File: src/rtl/ifetch_req_tracker.sv
// ifetch_req_tracker: in-order tracker between fetch requests and I-cache responses.
// Each issued fetch address is queued with a live bit. Every response pops the oldest
// entry and is checked against it. A flush kills outstanding entries so that their late
// responses are absorbed and dropped. Sticky error flags and counters are kept for reporting.
// Optional feature macro: IFETCH_TRACKER_PERF_EN (busy_cycles / max_occupancy counters).
module ifetch_req_tracker #(
  parameter int unsigned ADDRESS_BITS = 12,
  parameter int unsigned DEPTH        = 2,
  parameter int unsigned CNT_BITS     = 32
) (
  input  logic                      clock,
  input  logic                      reset,
  input  logic                      flush,
  input  logic                      req_valid,
  input  logic [ADDRESS_BITS-1:0]   req_addr,
  output logic                      req_ready,
  input  logic                      rsp_valid,
  input  logic [ADDRESS_BITS-1:0]   rsp_addr,
  output logic                      rsp_ok,
  output logic                      rsp_drop,
  output logic [$clog2(DEPTH):0]    outstanding,
  output logic                      err_mismatch,
  output logic                      err_overflow,
  output logic                      err_underflow,
  output logic [CNT_BITS-1:0]       req_cnt,
  output logic [CNT_BITS-1:0]       mismatch_cnt,
  output logic [CNT_BITS-1:0]       busy_cycles,
  output logic [$clog2(DEPTH):0]    max_occupancy
);

  localparam int unsigned PTR_W = (DEPTH > 1) ? $clog2(DEPTH) : 1;
  localparam int unsigned OCC_W = $clog2(DEPTH) + 1;

  logic [ADDRESS_BITS-1:0] r_addr [DEPTH];
  logic [DEPTH-1:0]        r_live;
  logic [PTR_W-1:0]        r_rd_ptr;
  logic [PTR_W-1:0]        r_wr_ptr;
  logic [OCC_W-1:0]        r_count;
  logic                    r_rsp_ok;
  logic                    r_rsp_drop;
  logic                    r_err_mismatch;
  logic                    r_err_overflow;
  logic                    r_err_underflow;
  logic [CNT_BITS-1:0]     r_req_cnt;
  logic [CNT_BITS-1:0]     r_mismatch_cnt;

  logic                    w_full;
  logic                    w_empty;
  logic                    w_push;
  logic                    w_pop;
  logic                    w_head_live;
  logic                    w_head_match;
  logic [OCC_W-1:0]        w_count_nxt;
  logic [DEPTH-1:0]        w_live_nxt;

  // Handshake decode, occupancy and live-bit next state
  always_comb begin
    w_full       = (r_count == OCC_W'(DEPTH));
    w_empty      = (r_count == '0);
    w_push       = req_valid & ~w_full;
    w_pop        = rsp_valid & ~w_empty;
    w_head_live  = r_live[r_rd_ptr];
    w_head_match = (r_addr[r_rd_ptr] == rsp_addr);

    w_count_nxt = r_count;
    if (w_push && !w_pop) begin
      w_count_nxt = r_count + OCC_W'(1);
    end else if (w_pop && !w_push) begin
      w_count_nxt = r_count - OCC_W'(1);
    end

    // Flush kills every entry held before the edge; a same-cycle push is the redirect target.
    w_live_nxt = r_live;
    if (flush) begin
      w_live_nxt = '0;
    end else if (w_pop) begin
      w_live_nxt[r_rd_ptr] = 1'b0;
    end
    if (w_push) begin
      w_live_nxt[r_wr_ptr] = 1'b1;
    end
  end

  // Address storage; contents are qualified by occupancy so no reset is needed
  always_ff @(posedge clock) begin
    if (w_push) begin
      r_addr[r_wr_ptr] <= req_addr;
    end
  end

  // Pointers, occupancy, response pulses, sticky flags and event counters
  always_ff @(posedge clock) begin
    if (reset) begin
      r_live          <= '0;
      r_rd_ptr        <= '0;
      r_wr_ptr        <= '0;
      r_count         <= '0;
      r_rsp_ok        <= 1'b0;
      r_rsp_drop      <= 1'b0;
      r_err_mismatch  <= 1'b0;
      r_err_overflow  <= 1'b0;
      r_err_underflow <= 1'b0;
      r_req_cnt       <= '0;
      r_mismatch_cnt  <= '0;
    end else begin
      r_live     <= w_live_nxt;
      r_count    <= w_count_nxt;
      r_rsp_ok   <= w_pop & w_head_live & w_head_match;
      r_rsp_drop <= w_pop & ~w_head_live;
      if (w_push) begin
        r_wr_ptr  <= r_wr_ptr + PTR_W'(1);
        r_req_cnt <= r_req_cnt + CNT_BITS'(1);
      end
      if (w_pop) begin
        r_rd_ptr <= r_rd_ptr + PTR_W'(1);
      end
      if (w_pop && w_head_live && !w_head_match) begin
        r_err_mismatch <= 1'b1;
        r_mismatch_cnt <= r_mismatch_cnt + CNT_BITS'(1);
      end
      if (req_valid && w_full) begin
        r_err_overflow <= 1'b1;
      end
      if (rsp_valid && w_empty) begin
        r_err_underflow <= 1'b1;
      end
    end
  end

`ifdef IFETCH_TRACKER_PERF_EN
  logic [CNT_BITS-1:0] r_busy_cycles;
  logic [OCC_W-1:0]    r_max_occupancy;

  // Occupancy statistics: busy cycles sampled before the edge, peak after it
  always_ff @(posedge clock) begin
    if (reset) begin
      r_busy_cycles   <= '0;
      r_max_occupancy <= '0;
    end else begin
      if (!w_empty) begin
        r_busy_cycles <= r_busy_cycles + CNT_BITS'(1);
      end
      if (w_count_nxt > r_max_occupancy) begin
        r_max_occupancy <= w_count_nxt;
      end
    end
  end

  assign busy_cycles   = r_busy_cycles;
  assign max_occupancy = r_max_occupancy;
`else
  assign busy_cycles   = '0;
  assign max_occupancy = '0;
`endif

  assign req_ready     = ~w_full;
  assign outstanding   = r_count;
  assign rsp_ok        = r_rsp_ok;
  assign rsp_drop      = r_rsp_drop;
  assign err_mismatch  = r_err_mismatch;
  assign err_overflow  = r_err_overflow;
  assign err_underflow = r_err_underflow;
  assign req_cnt       = r_req_cnt;
  assign mismatch_cnt  = r_mismatch_cnt;

endmodule
File: config.mk
export PLATFORM = sky130hd
export DESIGN_NAME = ifetch_req_tracker
export DESIGN_NICKNAME = d
export VERILOG_FILES = /design/src/rtl/ifetch_req_tracker.sv
export SDC_FILE = /design/constraint.sdc
export NUM_CORES = 1
export LEC_CHECK = 0
export ABC_AREA = 1
export CORE_ASPECT_RATIO = 1.4
export CORE_MARGIN = 3
export CORE_UTILIZATION = 45
export DETAILED_ROUTE_END_ITERATION = 8
export PLACE_DENSITY = 0.74
export SLEW_MARGIN = 15
export SYNTH_ARGS = -nofsm -noshare
export SYNTH_HDL_FRONTEND = slang
export SYNTH_SLANG_ARGS = --single-unit
File: constraint.sdc
create_clock -name clock -period 1.5 [get_ports clock]
set_input_delay 0.3 -clock clock [delete_from_list [all_inputs] [get_ports clock]]
set_output_delay 0.3 -clock clock [all_outputs]
set_load 0.1 [all_outputs]
==> run metrics, run 1 <==
clock buffer depth 2; Die ar. 0.01318 sq mm; largest cells by area after synthesis dfxtp_1 (29%), nand2_1 (14%), edfxtp_1 (14%), nor2_1 (8.5%), nand3_1 (6.6%); most common cell after layout, fill and taps aside nand2_1; CTS buffer count 9; largest net degree at the start of global routing 47; Worst Path Max Fanout 16; # IOs 135; max-cap violations 0; Setup CP Type flop to flop; LEAKAGE 3.722 nW; XOR/XNOR Fraction of Synth Area 0.008235; Skew-Pair Late Insertion Delay 0.36 ns; drt pass-1 iters 5; placed insts 1068; crit path max-delay cell type dfxtp_4; port bufs 100; Rows 46; worst-case clock skew 0.007252 ns; GRT Util Overall 0.2403; number of synthesized flops with an enable pin 24; Synth top area share 0.2861; DP HPWL 11.38 mm; final number of hold-violating endpoints 0; DRC 0; Mapped Avg Cell Area 6.835 sq um; core area 0.01145 sq mm; final cell count without fillers 1114; Post-CTS Hold Fix Bufs 0; Layout Area Growth over Synthesis 72.99%; YS warnings 0; Critical Path RT 1.79 ns; CTS Sinks 100; Final Cell Area 0.009199 sq mm; CP top delay family simple AND/OR/NAND/NOR gates; gr ovfl total 0; Clk pin slew, worst setup/hold paths 0.08 ns; crit-path max cell delay 0.42 ns; crit-path cells clkbuf_16 -> nand2_2 -> nand2_1 -> nand2_1 -> nand2_1 -> nand2_2 -> nor2_4 -> nand3_4 -> buf_12 -> clkbuf_16 -> nand3_1 -> nand2_1 -> nor2_1; PwrDens 942.7 mW/mm^2; final wirelength 18.17 mm; Vias 5938; Post-Synth Simple-Gate Area 0.3445; Die X 97.87 um; post-route setup slack -0.3038 ns; sequential area share after synthesis 0.4216; Post-synth ARST share 0; CP Buf/Inv Count 3; Root Buffer clkbuf_16; dominant cell type by count on the critical path nand2_1; Die H 134.6 um; Max rail drop VDD 0.7362 mV; CP startpoint kind flop; fin. max-slew vios 0; GP Congestion 0.8930; wire per inst 16.31 um; post-layout min period 1.804 ns; vias per cell 5.330; antenna violations before repair 1; status finished with violations; Mapped Area 0.005318 sq mm; Syn Inst Count 778; Adder-Cell Fraction of Synth Area 0.007059; vias in the first global route 5607; Compound-Gate Fraction of Synth Area 0.08682; Antenna Nets Post-Route 0; htree depth 3; dominant synthesized flop cell dfxtp_1; FF+latch count, synth 100; global-route wire length before repair 25.88 mm; CP endpoint kind flop; post-synthesis cell type count 31; largest family of logic cells by synthesized area simple AND/OR/NAND/NOR gates; failing checks negative setup slack; mux contribution to synthesized area 0; RSZ-0062 raised after global routing true; placed instance area 0.007949 sq mm; CTS tree yes; Initial Utilization 0.4643; NumNets Final 996; 1st-iter DRT viols 393; Final Cycle Share 1.203; final setup vio count 48; fmax 554.4 MHz; share of cells above drive strength 1 0.3973; commonest non-fill, non-tap cells in the layout nand2_1 (173), nor2_1 (91), inv_1 (83); worst hold path class primary input to flop; fill count 706; Critical Path AT 2.09 ns; dominant cell type by area after synthesis dfxtp_1
-- stage by stage --
| step | TNS, ns | util | power, mW | setup slack, ns | hold slack [ns] |
|---|---|---|---|---|---|
| CTS | -6.908 | 0.7435 | 8.370 | -0.2100 | 0.3686 |
| detailed placement | -31.36 | 0.6940 | 5.857 | -0.5538 | 0.4455 |
| floorplan | -10.90 | - | 4.907 | -0.2980 | 0.3989 |
| global route | -14.13 | 0.8031 | 8.992 | -0.4204 | 0.3958 |
| finish | -9.471 | 0.8031 | 8.672 | -0.3038 | 0.3956 |
| global placement | -28.49 | 0.6940 | 5.766 | -0.5193 | 0.4371 |
-- synth_stat cells, types with 2 or more instances --
cell type and n:
inv_1 90, buf_6 2, nor3_1 20, nor2_1 120
a31oi_1 3, nand2_1 197, buf_2 5, o21ai_0 23
nand3_1 70, nand4_1 13, a21oi_1 61, nor4_1 2
xor2_1 4, buf_4 36, edfxtp_1 24, ha_1 3
clkbuf_1 9, nand3b_1 7, inv_2 2, dfxtp_1 76
-- layout make-up --
cell class	instances	area [sq um]	area share
Inverter	92	365.4	0.03972
Tap cell	144	180.2	0.01959
Sequential cell	100	2436	0.2648
Clock buffer	9	225.2	0.02448
Timing Repair Buffer	194	2725	0.2962
Clock inverter	7	70.07	0.007617
Multi-Input combinational cell	567	3194	0.3473
Antenna cell	1	2.502	0.0002720
-- final timing paths --
kind	to	start	depth (start not counted)	slack (ns)
setup / recovery	mismatch_cnt[19]	flop	13	-0.30
hold reg to reg	r_live[1]	r_live[1]	2	0.51
hold / removal	err_underflow	rsp_valid	3	0.40
setup reg to reg	mismatch_cnt[19]	flop	13	-0.30
-- cells by family after synthesis --
family,count (synthesis)
other,1
flip-flops,100
buffers and inverters,144
AO/OA/AOI/OAI,90
adder cells (fa/ha/maj),3
XOR/XNOR,5
AND/OR/NAND/NOR,435
-- worst register-to-register path, delay by kind of cell (launching register included) --
kind          cells  cell delay (ns)
simple gates     10             0.81
buf+inv           3             0.53
flops             1             0.42
-- power breakdown --
group | internal (mW) | leakage (nW) | switching, mW
combinational | 1.23 | 2.70 | 2.01
sequential | 2.92 | 0.884 | 0.157
clock | 1.17 | 0.142 | 1.17
-- sequential cells by signal, indices dropped and copies added, names as in the netlist, named ones only --
| name | cells |
|---|---|
| rsp_ok | 1 |
| r_addr | 24 |
| err_mismatch | 1 |
| mismatch_cnt | 32 |
| outstanding | 2 |
| req_cnt | 32 |
| r_live | 2 |
| rsp_drop | 1 |
| r_wr_ptr | 1 |
| err_underflow | 1 |
| r_rd_ptr | 1 |
| err_overflow | 1 |
-- repair_timing --
item                                   CTS  global route
endpoints found under the hold margin    0             0
setup endpoints to repair               48            57
cloned                                   2             7
resized for setup                       45           107
setup buffers                           11            11
pin swaps                               19            32
-- per-layer routing --
layer | vias to the layer above | track usage | part of all wire
met3 | 65 | 0.04599 | 0.061
met5 | - | 0 | 0
met4 | 0 | 0.09161 | 0.033
met2 | 258 | 0.4580 | 0.54
li1 | 2830 | - | -
met1 | 2785 | 0.2590 | 0.36
No activity file was read; power rests on OpenSTA's default activity.
==> inputs of run 2 (changes only) <==
- CELL_PAD_IN_SITES_DETAIL_PLACEMENT: unset -> 1
- CELL_PAD_IN_SITES_GLOBAL_PLACEMENT: unset -> 2
- CORE_UTILIZATION: 45 -> 24
- clock period: 1.5 -> 1.6 ns (I/O delays scaled with it)
==> run metrics, run 2 (same netlist as run 1, synthesis figures left out) <==
Antenna Nets Post-Route 0; Critical Path RT 1.85 ns; fmax 598.0 MHz; drt pass-1 iters 4; Layout Area Growth over Synthesis 63.60%; RSZ-0062 raised after global routing true; fin. max-slew vios 0; GRT Util Overall 0.1484; DP HPWL 13.57 mm; final wirelength 17.69 mm; worst hold path class primary input to flop; Initial Utilization 0.2471; Worst Path Max Fanout 66; CTS tree yes; fin util 0.4043; Max rail drop VDD 0.8967 mV; GP Congestion 0.7745; CP startpoint kind flop; gr ovfl total 0; vias in the first global route 5687; Skew-Pair Late Insertion Delay 0.35 ns; Root Buffer clkbuf_16; wire per inst 14.16 um; worst-case clock skew 0.01009 ns; final setup vio count 36; global-route wire length before repair 28.81 mm; commonest non-fill, non-tap cells in the layout nand2_1 (191), nor2_1 (95), inv_1 (87); CTS buffer count 9; Critical Path AT 1.92 ns; Die X 131.8 um; Antenna Cells 0; Clk pin slew, worst setup/hold paths 0.08 ns; final number of hold-violating endpoints 0; most common cell after layout, fill and taps aside nand2_1; Rows 63; htree depth 3; failing checks negative setup slack; # IOs 135; post-route setup slack -0.07237 ns; Die H 182.1 um; 1st-iter DRT viols 171; clock buffer depth 2; TNS Setup -1.374 ns; antenna violations before repair 0; Setup CP Type flop to flop; port bufs 100; CTS Sinks 100; Die ar. 0.02400 sq mm; PwrDens 891.4 mW/mm^2; min-delay src rsp_valid; Vias 5463; Post-CTS Hold Fix Bufs 0; Final Cycle Share 1.045; largest net degree at the start of global routing 67; share of cells above drive strength 1 0.3156; vias per cell 4.374; DRC 0; LEAKAGE 3.450 nW; CP endpoint kind flop; NumNets Final 984; total power 7.755 mW; status finished with violations; core area 0.02152 sq mm; max-cap violations 0; post-layout min period 1.672 ns
-- run 2: timing repair --
| action | CTS | global route |
|---|---|---|
| pin swaps | 2 | 21 |
| setup buffers | 0 | 8 |
| gates resized for setup | 12 | 42 |
| setup endpoints to repair | 42 | 55 |
-- run 2: area by class of cell --
cell class / count / area [sq um]
inverters: 92 / 350.3
well taps: 292 / 365.4
flip-flops and latches: 100 / 2424
multi-input cells: 567 / 2843
clock inverters: 7 / 51.30
fillers: 2579 / 12820
repair buffers: 182 / 2441
clock buffers: 9 / 225.2
-- run 2: through the flow --
stage          setup WS (ns)  cell area (sq um)  hold WS, ns  std cells
3_5_place_dp         -0.5576               8150       0.4806       1225
4_1_cts             -0.08206               8461       0.3948       1241
5_1_grt              -0.2510               8700       0.4573       1249
3_3_place_gp         -0.5075               8150       0.4752       1225
2_1_floorplan        -0.2006               5789       0.4189        811
6_report            -0.07237               8700       0.4273       1249
-- run 2: final timing paths --
kind	to	slack, ns	cells past startpoint
max	mismatch_cnt[15]	-0.07	13
min	err_underflow	0.43	3
max reg2reg	mismatch_cnt[15]	-0.07	13
min reg2reg	err_overflow	0.49	2
-- run 2: worst max-delay path, stage by stage, from the launching register on --
cell and delay (ns):
dfxtp_2 0.36, inv_2 0.05, buf_12 0.13, nand2_1 0.07, nand2_1 0.06, nand2_1 0.06, nand2_1 0.05, inv_1 0.04
nand2_1 0.07, nor2_2 0.10, nand3_2 0.09, buf_12 0.20, a21oi_2 0.19, nor2_1 0.06
-- run 2: power breakdown --
group          leakage [nW]  internal, mW  switching, mW
Clock                 0.120          1.06           1.06
Sequential            0.883          2.74          0.124
Combinational          2.45          1.01           1.76
Total                  3.45          4.81           2.94
-- run 2: layer usage --
| metal | wire, um | global-route usage |
|---|---|---|
| met1 | 7238 | 0.1664 |
| met2 | 9110 | 0.2712 |
| met5 | 0 | 0 |
| met4 | 473 | 0.06137 |
| met3 | 868 | 0.03227 |
